`src/rtl/vga_pkg.sv`:
```
// Shared types and sizing for the VGA raster timing block.
// Both axes walk SYNC -> BACKPORCH -> VISIBLE -> FRONTPORCH.
package vga_pkg;

  localparam int TB_WIDTH     = 10;
  localparam int VB_WIDTH     = 16;
  localparam int TIMCNT_WIDTH = 12;

  typedef enum logic [1:0] {
    BACKPORCH  = 2'b00,
    VISIBLE    = 2'b01,
    FRONTPORCH = 2'b10,
    SYNC       = 2'b11
  } tim_state_e;

  typedef struct packed {
    logic [TB_WIDTH-1:0] fp;
    logic [TB_WIDTH-1:0] sn;
    logic [TB_WIDTH-1:0] bp;
    logic [VB_WIDTH-1:0] vis;
  } axis_cfg_t;

  // Terminal count for a field: a zero field lasts one unit, and lengths
  // beyond the counter range saturate so the counter never has to wrap.
  function automatic logic [TIMCNT_WIDTH-1:0] last_cnt(input logic [VB_WIDTH-1:0] f);
    if (f == '0) return '0;
    if (f[VB_WIDTH-1:TIMCNT_WIDTH] != '0) return '1;
    return f[TIMCNT_WIDTH-1:0] - TIMCNT_WIDTH'(1);
  endfunction

endpackage

```
`src/rtl/vga_tim_axis.sv`:
```
// One raster axis: state FSM plus per-state counter. 'adv' steps the axis by
// one unit; 'wrap' flags the step that leaves FRONTPORCH (end of line/frame).
module vga_tim_axis
  import vga_pkg::*;
(
  input  logic                    clk,
  input  logic                    rst,
  input  logic                    clr,
  input  logic                    adv,
  input  axis_cfg_t               cfg,
  output tim_state_e              state,
  output logic [TIMCNT_WIDTH-1:0] cnt,
  output logic                    wrap
);

  logic [TIMCNT_WIDTH-1:0] last;
  tim_state_e              next_state;

  always_comb begin
    last       = '0;
    next_state = SYNC;
    unique case (state)
      SYNC:       begin last = last_cnt(VB_WIDTH'(cfg.sn)); next_state = BACKPORCH;  end
      BACKPORCH:  begin last = last_cnt(VB_WIDTH'(cfg.bp)); next_state = VISIBLE;    end
      VISIBLE:    begin last = last_cnt(cfg.vis);           next_state = FRONTPORCH; end
      FRONTPORCH: begin last = last_cnt(VB_WIDTH'(cfg.fp)); next_state = SYNC;       end
      default:    begin last = '0;                          next_state = SYNC;       end
    endcase
  end

  assign wrap = adv && (state == FRONTPORCH) && (cnt == last);

  always_ff @(posedge clk) begin
    if (rst || clr) begin
      state <= SYNC;
      cnt   <= '0;
    end else if (adv) begin
      if (cnt == last) begin
        state <= next_state;
        cnt   <= '0;
      end else begin
        cnt <= cnt + TIMCNT_WIDTH'(1);
      end
    end
  end

endmodule

```
`src/rtl/vga_timing_ctrl.sv`:
```
// Raster timing controller: H axis steps on pixel ticks, V axis on H wrap.
// Holds the per-frame config shadow and the registered, polarity-adjusted outputs.
module vga_timing_ctrl
  import vga_pkg::*;
(
  input  logic                clk_i,
  input  logic                rst_i,
  input  logic                en_i,
  input  logic                pix_tick_i,
  input  logic [TB_WIDTH-1:0] h_fp_i,
  input  logic [TB_WIDTH-1:0] h_sn_i,
  input  logic [TB_WIDTH-1:0] h_bp_i,
  input  logic [TB_WIDTH-1:0] v_fp_i,
  input  logic [TB_WIDTH-1:0] v_sn_i,
  input  logic [TB_WIDTH-1:0] v_bp_i,
  input  logic [VB_WIDTH-1:0] h_vis_i,
  input  logic [VB_WIDTH-1:0] v_vis_i,
  input  logic                hspol_i,
  input  logic                vspol_i,
  input  logic                blpol_i,
  output logic                hsync_o,
  output logic                vsync_o,
  output logic                de_o,
  output logic [VB_WIDTH-1:0] pix_x_o,
  output logic [VB_WIDTH-1:0] pix_y_o,
  output logic                line_end_o,
  output logic                frame_end_o
);

  axis_cfg_t               h_cfg, v_cfg;
  tim_state_e              h_state, v_state;
  logic [TIMCNT_WIDTH-1:0] h_cnt, v_cnt;
  logic                    h_adv, h_wrap, v_wrap;

  assign h_adv = pix_tick_i && en_i && !rst_i;

  vga_tim_axis u_h_axis (
    .clk   (clk_i),
    .rst   (rst_i),
    .clr   (!en_i),
    .adv   (h_adv),
    .cfg   (h_cfg),
    .state (h_state),
    .cnt   (h_cnt),
    .wrap  (h_wrap)
  );

  vga_tim_axis u_v_axis (
    .clk   (clk_i),
    .rst   (rst_i),
    .clr   (!en_i),
    .adv   (h_wrap),
    .cfg   (v_cfg),
    .state (v_state),
    .cnt   (v_cnt),
    .wrap  (v_wrap)
  );

  // Shadow tracks the inputs while idle, so leaving idle starts from fresh config.
  always_ff @(posedge clk_i) begin
    if (rst_i || !en_i || v_wrap) begin
      h_cfg <= '{fp: h_fp_i, sn: h_sn_i, bp: h_bp_i, vis: h_vis_i};
      v_cfg <= '{fp: v_fp_i, sn: v_sn_i, bp: v_bp_i, vis: v_vis_i};
    end
  end

  always_ff @(posedge clk_i) begin
    if (rst_i) begin
      hsync_o     <= 1'b0;
      vsync_o     <= 1'b0;
      de_o        <= 1'b0;
      pix_x_o     <= '0;
      pix_y_o     <= '0;
      line_end_o  <= 1'b0;
      frame_end_o <= 1'b0;
    end else if (!en_i) begin
      hsync_o     <= !hspol_i;
      vsync_o     <= !vspol_i;
      de_o        <= blpol_i;
      pix_x_o     <= '0;
      pix_y_o     <= '0;
      line_end_o  <= 1'b0;
      frame_end_o <= 1'b0;
    end else begin
      hsync_o     <= (h_state == SYNC) ~^ hspol_i;
      vsync_o     <= (v_state == SYNC) ~^ vspol_i;
      de_o        <= ((h_state == VISIBLE) && (v_state == VISIBLE)) ^ blpol_i;
      pix_x_o     <= (h_state == VISIBLE) ? VB_WIDTH'(h_cnt) : '0;
      pix_y_o     <= (v_state == VISIBLE) ? VB_WIDTH'(v_cnt) : '0;
      line_end_o  <= h_wrap;
      frame_end_o <= v_wrap;
    end
  end

endmodule

```
`config.mk`:
```
export PLATFORM = sky130hd
export DESIGN_NAME = vga_timing_ctrl
export DESIGN_NICKNAME = d
export VERILOG_FILES = /design/src/rtl/vga_pkg.sv /design/src/rtl/vga_tim_axis.sv /design/src/rtl/vga_timing_ctrl.sv
export SDC_FILE = /design/constraint.sdc
export NUM_CORES = 1
export LEC_CHECK = 0
export CORE_ASPECT_RATIO = 0.8
export CORE_UTILIZATION = 56
export CTS_BUF_LIST = sky130_fd_sc_hd__clkbuf_2
export DETAILED_ROUTE_END_ITERATION = 10
export GPL_ROUTABILITY_DRIVEN = 0
export GPL_TIMING_DRIVEN = 0
export PLACE_DENSITY = 0.89
export SETUP_SLACK_MARGIN = 0.5
export SKIP_LAST_GASP = 1
export SLEW_MARGIN = 20
export SYNTH_ARGS = -nofsm -noshare
export SYNTH_HDL_FRONTEND = slang
export SYNTH_SLANG_ARGS = --single-unit
export TNS_END_PERCENT = 1
```
`constraint.sdc`:
```
create_clock -name clk_i -period 7.8 [get_ports clk_i]
set_clock_uncertainty 0.2 [all_clocks]
set_input_delay 0.78 -clock clk_i [delete_from_list [all_inputs] [get_ports clk_i]]
set_output_delay 0.78 -clock clk_i [all_outputs]
set_load 0.005 [all_outputs]
```
### Word level (Yosys, flattened, before mapping)

Cells that the tools add are included.

* add/subtract/negate cells: 10
* equality and inequality tests: 8
* mux-type cells: 51
* bitwise operators: 6
* reductions and logical operators: 30

Operators by type and width (number)
* $mux 12: 22
* $pmux 12 s4: 2
* $sub 10x1->11 const B: 6
* $logic_not 10->1: 6
* $logic_not 16->1: 2
* $mux 1: 25
* $add 12x1->12 const B: 2
* $eq 12x12->1: 2
* $sub 12x1->12 const B: 2
* $pmux 2 s4: 2
* $eq 2x2->1 const B: 4
* $reduce_bool 4->1: 2
* $logic_and 1x1->1: 7
* $reduce_or 3->1: 2
* $eq 2x1->1 const B: 2
* $logic_not 1->1: 4
* $logic_not 2->1: 2
* $reduce_and 2->1: 2
* $not 1->1: 3
* $logic_or 1x1->1: 2
* $reduce_or 2->1: 1
* $xnor 1x1->1: 2
* $xor 1x1->1: 1

* register bits after elaboration: 157
* output and inout port bits: 37
* word-level logic and storage cells: 126

### Depth between registers and ports, before layout

Gate-level depths: netlist of run 1.

* depth in word-level cells: 13
* gate-level depth with buffers: 14

### Hierarchy

Synthesis of run 1 repeated with hierarchy kept, for this count alone.

* cell total of the unflattened synthesis: 854
* area, all modules: 8694.6 µm²

By module, submodules not included
* vga_timing_ctrl: times used 1, cells each 175, area each 3717.3 µm²
* vga_tim_axis (u_h_axis): times used 1, cells each 348, area each 2509.9 µm²
* vga_tim_axis (u_v_axis): times used 1, cells each 331, area each 2467.4 µm²

### Worst setup path before layout of run 1

OpenSTA, ideal clock, no wires.

* path kind: register to register
* start point: register v_cfg[0] (netlist bit)
* end point: register h_cfg[0] (netlist bit) (enable)
* library setup time: 466 ps
* arrival: 5305 ps
* setup slack: 1829 ps
* cell stages (with the launch flop): 12
* period minus slack after synthesis: 5971 ps
* cells stage by stage: edfxtp_1 -> inv_1 -> ha_1 -> or3b_2 -> o41ai_2 -> a31oi_1 -> nor4_1 -> mux2i_1 -> nand2_1 -> a211oi_1 -> and4_1 -> nand2b_1

* longest elaborated chain between the ends: 8
* elaborated cells on any way between the ends: 10
* classes of those cells: add/sub (1); eq/ne (1); mux (5); reduce/logical (3)

RTL lines
* from (decl): RTL line vga_timing_ctrl.sv:30 `axis_cfg_t h_cfg, v_cfg;`
* from (signal assigned): RTL line vga_timing_ctrl.sv:63 `v_cfg <= '{fp: v_fp_i, sn: v_sn_i, bp: v_bp_i, vis: v_vis_i};`
* parallel branches: the longest is 3 deep, another holds $sub 12x1->12
* $mux 12 *: RTL line vga_pkg.sv:27 `if (f[VB_WIDTH-1:TIMCNT_WIDTH] != '0) return '1;`
* $pmux 12 s4 *: RTL line vga_tim_axis.sv:22 `unique case (state)`
* $eq 12x12->1 *: RTL line vga_tim_axis.sv:31 `assign wrap = adv && (state == FRONTPORCH) && (cnt == last);`
* $logic_and 1x1->1 *: RTL line vga_tim_axis.sv:31
* $logic_or 1x1->1 *: RTL line vga_timing_ctrl.sv:61 `if (rst_i || !en_i || v_wrap) begin`
* to (signal assigned): RTL line vga_timing_ctrl.sv:62 `h_cfg <= '{fp: h_fp_i, sn: h_sn_i, bp: h_bp_i, vis: h_vis_i};`
* to (decl): RTL line vga_timing_ctrl.sv:30

Mark *: on every way between the ends. The select of a mux whose other input is x is not followed.
A chain may end at the register's enable or synchronous reset.

### Worst setup path in the final report of run 1

* start point: register v_cfg[0] (netlist bit)
* end point: register v_cfg[6] (netlist bit) (enable)

* longest elaborated chain between the ends: 8
* elaborated cells on any way between the ends: 10
* classes of those cells: add/sub (1); eq/ne (1); mux (5); reduce/logical (3)

RTL lines (RTL line)
* parallel branches: the longest is 3 deep, another holds $sub 12x1->12
* $mux 12 *: vga_pkg.sv:27
* $pmux 12 s4 *: vga_tim_axis.sv:22
* $eq 12x12->1 *: vga_tim_axis.sv:31
* $logic_and 1x1->1 *: vga_tim_axis.sv:31
* $logic_or 1x1->1 *: vga_timing_ctrl.sv:61

Marked as above.

==> results.yml, run 1 <==
critical_path:
  crit_buf_inv: 2
  path_class: "reg2reg"
  cp-start-kind: "flop"
  max_stage_delay_ns: 0.70
  cp.arrival_ns: 5.43
  cpMaxStageDelayCell: "o41ai_2"
  crit_family: "simple AND/OR/NAND/NOR gates"
  path_cells: "inv_1, ha_1, or3b_2, o41ai_2, a31oi_1, nor4_1, mux2i_1, nand2_1, a211oi_1, and4_1, nand2b_4, buf_12"
  path_max_fanout: 48
  endpoint_kind: "flop"
  worstPathRequired_ns: 8.05
die:
  die_w_um: 138.3
  num_io_pins: 136
  dieHeight_um: 111.0
  die_area_um2: 15350
  initial_core_util_pct: 57.79
  core_area_um2: 14400
  rows: 39
route:
  drt-vias-per-instance: 6.141
  antenna_left: 0
  drt_iter0_drc: 677
  wire_per_inst_um: 16.98
  vias: 7056
  drt_wl_total_um: 19520
  firstDrtPassIters: 9
  drc: 22
clocking:
  root_buffer: "clkbuf_2"
  clockBufferDepth: 2
  cts_setup_buffers: 0
  clock_latency_ns: 0.77
  clk_transition_reported_paths_ns: 0.23
  h-tree-depth: 4
  cts-resized-gates: 0
  cts.sinks: 149
  cts_tree: "built"
  numCtsBuffers: 17
  cts-hold-fix-buffers: 0
power:
  vdd_drop_max_mv: 0.1188
  p_leak_nw: 3.546
  internal_power_mw: 1.152
  power_switching_mw: 0.4423
  cellPowerDensity_nw_per_um2: 157.5
  p_seq_share_pct: 59.1
  netSwitchingFraction_pct: 27.75
  p_clk_share_pct: 27.8
  total_power_mw: 1.594
  combPwrFrac_pct: 13.0
place:
  place_area_um2: 9881
  dp_hpwl_um: 14930
  place_ws_ns: 2.647
  io_buffers: 127
  dp_cells: 1116
synthesis:
  synthTopCellsByCount: "edfxtp_1, dfxtp_1, nor2_1"
  syn_area_per_cell_um2: 10.44
  ys_types: 87
  syn-cell-area_um2: 8319
  synth-edff-count: 92
  yosysWarnings: 0
  synth_top_family_by_area: "simple AND/OR/NAND/NOR gates"
  synth-seq-cells: 149
  synth-compound-area-share_pct: 16.59
  ys_seq_area_share_pct: 46.92
  synthSimpleGateAreaFrac_pct: 22.27
  synth_cells: 797
  synth-adder-area-share_pct: 3.008
  synthTopCellsByArea: "edfxtp_1, dfxtp_1, xnor2_1"
  netlist.area_leader.share_pct: 33.21
  yosysTopAreaCell: "edfxtp_1"
  synthFlopType: "edfxtp_1"
  synth_xor_area_share_pct: 4.422
  synthMuxAreaShare_pct: 2.767
  synth-async-reset-ratio_pct: 0
  synth.most_common_cell: "edfxtp_1"
sta:
  min_period_ns: 5.179
  tightestPinTransition_ns: 0.8346
  max-slew-margin-rel_pct: 43.85
  grt_setup_unrepaired: "false"
  setup-tns-final_ns: 0
  setup_viol: 0
  finalMaxSlewViolations: 0
  finalCritPeriodShare_pct: 66.40
  fin_hold_ws_ns: 0.3287
  max_freq_mhz: 193.1
  hold_violations: 0
  timing.final.ws_setup_ns: 2.621
grt:
  first_global_vias: 6261
  grt.total_usage_pct: 26.32
  grt_max_degree: 49
  gr-total-overflow: 0
  antenna_found_initial: 1
  grt_pass1_wl_um: 31550
layout:
  drive_above_1_share_pct: 11.20
  final_area_um2: 10120
  fin_cells: 1149
  final_nets: 1070
  finish.utilization_pct: 70.28
  syn_to_final_growth_pct: 21.61
outcome:
  status: "finished with violations"
  violations: "design-rule violations"
worst_hold_path:
  hold_path_class: "in2reg"
flow_run:
  maxCapViolCount: 0
worst paths after layout:
path | start | to | slack [ns] | depth (start not counted)
worst min-delay path | v_fp_i[0] | v_cfg[36] | 0.33 | 1
worst max-delay path | v_cfg[0] | v_cfg[6] | 2.62 | 12
worst max register to register | v_cfg[0] | v_cfg[6] | 2.62 | 12
worst min register to register | u_h_axis.cnt[11] | pix_x_o[11] | 0.36 | 1
state kept, by name, indices dropped and copies added, names as in the netlist:
signal	flops
frame_end_o	1
hsync_o	1
pix_y_o	12
line_end_o	1
v_cfg	46
de_o	1
u_h_axis.cnt	12
pix_x_o	12
h_cfg	46
vsync_o	1
u_v_axis.state	2
u_v_axis.cnt	12
u_h_axis.state	2
metal layers:
layer	vias up	global-route usage, %	share of wire (%)	wire (um)
li1	3376	-	-	-
met1	3257	38.42	45	8801
met2	395	36.67	41	8017
met3	28	9.158	12	2412
met4	0	7.416	1.4	282
met5	-	0	0	0
logic make-up after synthesis:
family,Yosys count
AND/OR/NAND/NOR,308
AO/OA/AOI/OAI,183
flip-flops,149
buffers and inverters,72
XOR/XNOR,42
multiplexers,22
adder cells (fa/ha/maj),20
other,1
layout make-up:
class | count | area, um^2
antenna | 1 | 2.502
buffer | 35 | 191.4
clock buffer | 17 | 85.08
clock inverter | 15 | 148.9
fill | 1072 | 4278
inverter | 37 | 138.9
multi-input combinational | 583 | 4125
sequential | 149 | 3904
tap | 184 | 230.2
timing repair buffer | 128 | 1291
cells in the final DEF (no fill, tap or decap), types with 9 or more instances in the layout:
cell and instances:
clkdlybuf4s50_1 127, edfxtp_1 92, dfxtp_1 57, nor2_1 50
inv_1 37, o21ai_0 35, nand2_1 35, xnor2_1 29
nor3_1 27, a21oi_1 26, nand3_1 24, and3_1 22
or4_1 20, or3_1 20, ha_1 20, clkbuf_1 18
clkbuf_2 18, o31ai_1 16, mux2i_1 14, nor4_1 13
nand4_1 13, xor2_1 13, and2_1 13, a31oi_1 10
a211oi_2 9
power by group through the flow:
stage                     clock, mW  sequential, mW  combinational [mW]
after floorplan                   0           0.944               0.122
after global routing          0.489           0.951               0.226
after detailed placement          0           0.957               0.205
final                         0.443           0.943               0.208
after CTS                     0.451           0.941               0.205
after global placement            0           0.957               0.197
No activity file was read; power rests on OpenSTA's default activity.
==> inputs of run 2 (changes only) <==
==> constraint.sdc (replaced) <==
create_clock -name clk_i -period 4.8 [get_ports clk_i]
set_clock_uncertainty 0.2 [all_clocks]
set_input_delay 0.48 -clock clk_i [delete_from_list [all_inputs] [get_ports clk_i]]
set_output_delay 0.48 -clock clk_i [all_outputs]
set_load 0.005 [all_outputs]
==> results.yml, run 2 (same netlist as run 1, synthesis figures left out) <==
critical_path:
  rrSetupSlack_ns: 0.49
  cp.arrival_ns: 4.58
  cp-start-kind: "flop"
  worstPathRequired_ns: 5.08
  reg2reg_from: "v_cfg[16]"
  critPathLaunch: "v_cfg[16]"
  path_class: "reg2reg"
  path_max_fanout: 23
  endpoint_kind: "flop"
route:
  drc: 18
  drt_iter0_drc: 820
  vias: 7321
  drt_wl_total_um: 21500
  wire_per_inst_um: 18.11
  drt-vias-per-instance: 6.168
  firstDrtPassIters: 10
  antenna_left: 0
sta:
  finalCritPeriodShare_pct: 89.76
  setup_viol: 0
  fin_hold_ws_ns: 0.04948
  setup-tns-final_ns: 0
  grt_setup_unrepaired: "true"
  timing.final.ws_setup_ns: 0.4914
  min_period_ns: 4.309
  hold_violations: 0
  finalMaxSlewViolations: 0
  tightestPinTransition_ns: 0.7997
  max_freq_mhz: 232.1
  max-slew-margin-rel_pct: 46.68
power:
  internal_power_mw: 1.890
  combPwrFrac_pct: 14.9
  vdd_drop_max_mv: 0.2204
  power_switching_mw: 0.7078
  cellPowerDensity_nw_per_um2: 245.0
  p_leak_nw: 3.735
  p_seq_share_pct: 59.0
  p_clk_share_pct: 26.1
  netSwitchingFraction_pct: 27.25
  total_power_mw: 2.598
clocking:
  cts_tree: "built"
  clk_transition_reported_paths_ns: 0.22
  numCtsBuffers: 17
  h-tree-depth: 4
  cts.sinks: 149
  clock_latency_ns: 0.76
  clockBufferDepth: 2
  root_buffer: "clkbuf_2"
layout:
  final_nets: 1109
  syn_to_final_growth_pct: 27.46
  drive_above_1_share_pct: 13.77
  final_cell_mix: "clkdlybuf4s50_1, edfxtp_1, dfxtp_1, nor2_1, inv_1"
  mostFrequentLayoutCell: "clkdlybuf4s50_1"
  largestRegisters: "h_cfg x46, v_cfg x46"
  final_area_um2: 10600
grt:
  grt_max_degree: 48
  grt_pass1_wl_um: 32800
  gr-total-overflow: 0
  antenna_found_initial: 1
  grt.total_usage_pct: 27.56
  first_global_vias: 6435
outcome:
  violations: "design-rule violations"
  status: "finished with violations"
die:
  die_w_um: 138.3
  rows: 39
  dieHeight_um: 111.0
  die_area_um2: 15350
  initial_core_util_pct: 57.79
  core_area_um2: 14400
  num_io_pins: 136
place:
  dp_hpwl_um: 15060
  place_area_um2: 9897
  place_ws_ns: -0.2752
  io_buffers: 127
worst_hold_path:
  hold_path_class: "in2reg"
  min_from: "v_vis_i[14]"
flow_run:
  maxCapViolCount: 0
run 2: power groups by stage:
stage | clock [mW] | combinational (mW) | sequential, mW
floorplan | 0 | 0.200 | 1.53
global placement | 0 | 0.321 | 1.55
detailed placement | 0 | 0.333 | 1.56
CTS | 0.692 | 0.341 | 1.53
global route | 0.753 | 0.418 | 1.54
finish | 0.679 | 0.387 | 1.53
run 2: path summary, 6_finish.rpt:
check	end	cells after the start
worst max-delay path	h_cfg[23]	12
worst min-delay path	v_cfg[14]	1
worst max register to register	h_cfg[23]	12
worst min register to register	pix_x_o[11]	1
run 2: area by class of cell:
type / count / area, um^2
tap: 184 / 230.2
multi-input combinational: 585 / 4279
inverter: 37 / 138.9
fill: 976 / 3791
clock buffer: 20 / 100.1
antenna: 1 / 2.502
timing repair buffer: 165 / 1643
buffer: 35 / 193.9
sequential: 149 / 3904
clock inverter: 11 / 112.6
run 2: metrics by stage:
step                      instances  util, %
final                          1187    73.66
after global routing           1187    73.66
after CTS                      1154    70.84
after detailed placement       1116    68.75
after global placement         1115    68.57
after floorplan                 804        -
run 2: repair_timing:
action / CTS / global route
hold buffers: 0 / 18
setup endpoints to repair: 94 / 103
cloned: 2 / 1
pin swaps: 3 / 4
setup buffers: 5 / 13
endpoints found under the hold margin: 0 / 18
resized for setup: 7 / 21
run 2: worst max-delay path, cell delays in order, from the launching register on:
cell,delay (ns)
edfxtp_1,0.48
inv_1,0.08
ha_1,0.20
nor3b_1,0.60
a21oi_1,0.16
mux2_2,0.30
a221o_1,0.33
a22oi_1,0.30
xnor2_1,0.17
nor4_4,0.41
and4_4,0.32
nand2b_4,0.21
clkbuf_16,0.23
run 2: routing by layer:
| metal | global-route usage (%) | vias to the layer above | share of wire [%] |
|---|---|---|---|
| met1 | 40.27 | 3382 | 44 |
| met2 | 39.29 | 438 | 42 |
| met4 | 7.191 | 0 | 2.2 |
| met3 | 8.726 | 49 | 12 |
| li1 | - | 3452 | - |
| met5 | 0 | - | 0 |
==> inputs of run 3 (changes only) <==
--- a/config.mk
+++ b/config.mk
@@ -5,13 +5,15 @@
 export SDC_FILE = /design/constraint.sdc
 export NUM_CORES = 1
 export LEC_CHECK = 0
+export CELL_PAD_IN_SITES_DETAIL_PLACEMENT = 0
+export CELL_PAD_IN_SITES_GLOBAL_PLACEMENT = 1
 export CORE_ASPECT_RATIO = 0.8
-export CORE_UTILIZATION = 56
+export CORE_UTILIZATION = 43
 export CTS_BUF_LIST = sky130_fd_sc_hd__clkbuf_2
 export DETAILED_ROUTE_END_ITERATION = 10
 export GPL_ROUTABILITY_DRIVEN = 0
 export GPL_TIMING_DRIVEN = 0
-export PLACE_DENSITY = 0.89
+export PLACE_DENSITY = 0.88
 export SETUP_SLACK_MARGIN = 0.5
 export SKIP_LAST_GASP = 1
 export SLEW_MARGIN = 20
==> results.yml, run 3 (same netlist as run 1, synthesis figures left out) <==
layout:
  largestRegisters: "h_cfg x46, v_cfg x46"
  fin_cells: 1309
  finish.utilization_pct: 59.91
  mostFrequentLayoutCell: "clkdlybuf4s50_1"
  final_cell_mix: "clkdlybuf4s50_1, edfxtp_1, dlygate4sd3_1, dfxtp_1, nor2_1"
  multiInputGateArea_um2: 4337
  syn_to_final_growth_pct: 36.64
  final_nets: 1156
  final_area_um2: 11370
  fill_cells: 1648
  regArea_um2: 3904
  drive_above_1_share_pct: 14.67
clocking:
  clock_latency_ns: 0.75
  cts.sinks: 149
  cts_tree: "built"
  root_buffer: "clkbuf_2"
  clockBufferDepth: 2
  numCtsBuffers: 17
  h-tree-depth: 4
  clk_transition_reported_paths_ns: 0.23
route:
  drt_iter0_drc: 632
  wire_per_inst_um: 17.38
  drt_wl_total_um: 22750
  firstDrtPassIters: 5
  drt-vias-per-instance: 5.617
  antenna_left: 0
  drc: 0
  vias: 7353
outcome:
  status: "completed"
power:
  p_leak_nw: 4.018
  total_power_mw: 2.863
  cellPowerDensity_nw_per_um2: 251.8
  vdd_drop_max_mv: 0.2451
critical_path:
  path_max_fanout: 8
  endpoint_kind: "flop"
  path_class: "reg2reg"
  cp-start-kind: "flop"
  cp.arrival_ns: 4.56
  worstPathRequired_ns: 5.08
die:
  die_w_um: 157.5
  die_area_um2: 19910
  rows: 45
  initial_core_util_pct: 43.84
  num_io_pins: 136
  dieHeight_um: 126.4
  core_area_um2: 18970
flow_run:
  maxCapViolCount: 0
grt:
  grt_max_degree: 45
  antenna_found_initial: 1
  grt.total_usage_pct: 21.96
  grt_pass1_wl_um: 33310
  first_global_vias: 6162
  gr-total-overflow: 0
place:
  io_buffers: 127
  dp_hpwl_um: 15700
  place_area_um2: 9990
  dp_cells: 1190
sta:
  hold_violations: 0
  tightestPinTransition_ns: 0.9100
  max-slew-margin-rel_pct: 38.83
  max_freq_mhz: 233.6
  min_period_ns: 4.280
  grt_setup_unrepaired: "true"
  finalCritPeriodShare_pct: 89.17
  setup_viol: 0
  finalMaxSlewViolations: 0
worst_hold_path:
  hold_path_class: "in2reg"
## run 3: cell count changes in the layout (fill, tap and decap cells not counted), moves of 3 or more
cell	previous run	this run
bufinv_16	2	5
clkinv_2	3	0
dlygate4sd3_1	18	60
inv_6	1	5
## run 3: cell type report
cell class | instances | share of cell area [%]
multi-input combinational | 585 | 38.15
sequential | 149 | 34.34
timing repair buffer | 212 | 18.97
tap | 258 | 2.840
clock inverter | 14 | 1.926
buffer | 35 | 1.739
inverter | 37 | 1.222
clock buffer | 18 | 0.7925
antenna | 1 | 0.02201
## run 3: metal layers
metal	global-route usage, %	share of wire [%]
met4	5.254	1.1
met2	28.08	40
met5	0	0
met1	34.60	50
met3	7.277	8.8
## run 3: final timing paths
kind | start | to | slack (ns) | cells after the start
worst min-delay path | h_fp_i[3] | h_cfg[39] | 0.06 | 1
worst max-delay path | h_cfg[17] | v_cfg[29] | 0.52 | 12
worst max register to register | h_cfg[17] | v_cfg[29] | 0.52 | 12
worst min register to register | u_h_axis.state[1] | u_h_axis.state[1] | 0.37 | 2
## run 3: report_power, final
| group | total (mW) | internal [mW] | switching [mW] |
|---|---|---|---|
| Clock | 0.901 | 0.406 | 0.495 |
| Combinational | 0.431 | 0.237 | 0.194 |
| Sequential | 1.53 | 1.45 | 0.0858 |
| Total | 2.86 | 2.09 | 0.774 |
## run 3: metrics by stage
stage | TNS (ns) | hold slack, ns | worst slack [ns]
floorplan | 0 | 0.2831 | 0.5192
global placement | -37.89 | 0.3244 | -0.4210
detailed placement | -15.80 | 0.3354 | -0.3306
CTS | 0 | 0.0005602 | 0.5025
global route | 0 | -0.02223 | 0.3719
finish | 0 | 0.06121 | 0.5198
## run 3: critical path, cell delays in order (launching register included)
cell,delay (ns)
edfxtp_1,0.48
inv_1,0.13
ha_1,0.19
or3b_4,0.43
o41ai_4,0.39
o22ai_1,0.22
a32o_1,0.25
a2111oi_0,0.37
and4_4,0.34
and3_4,0.21
and4_4,0.27
nand2b_4,0.31
clkbuf_16,0.23
## run 3: repair_timing
item	in CTS	in global routing
buffers inserted	7	11
endpoints found under the setup margin	94	97
resized for setup	11	37
endpoints found under the hold margin	2	58
hold buffers	2	58
gates cloned	2	6
pin swaps	4	8
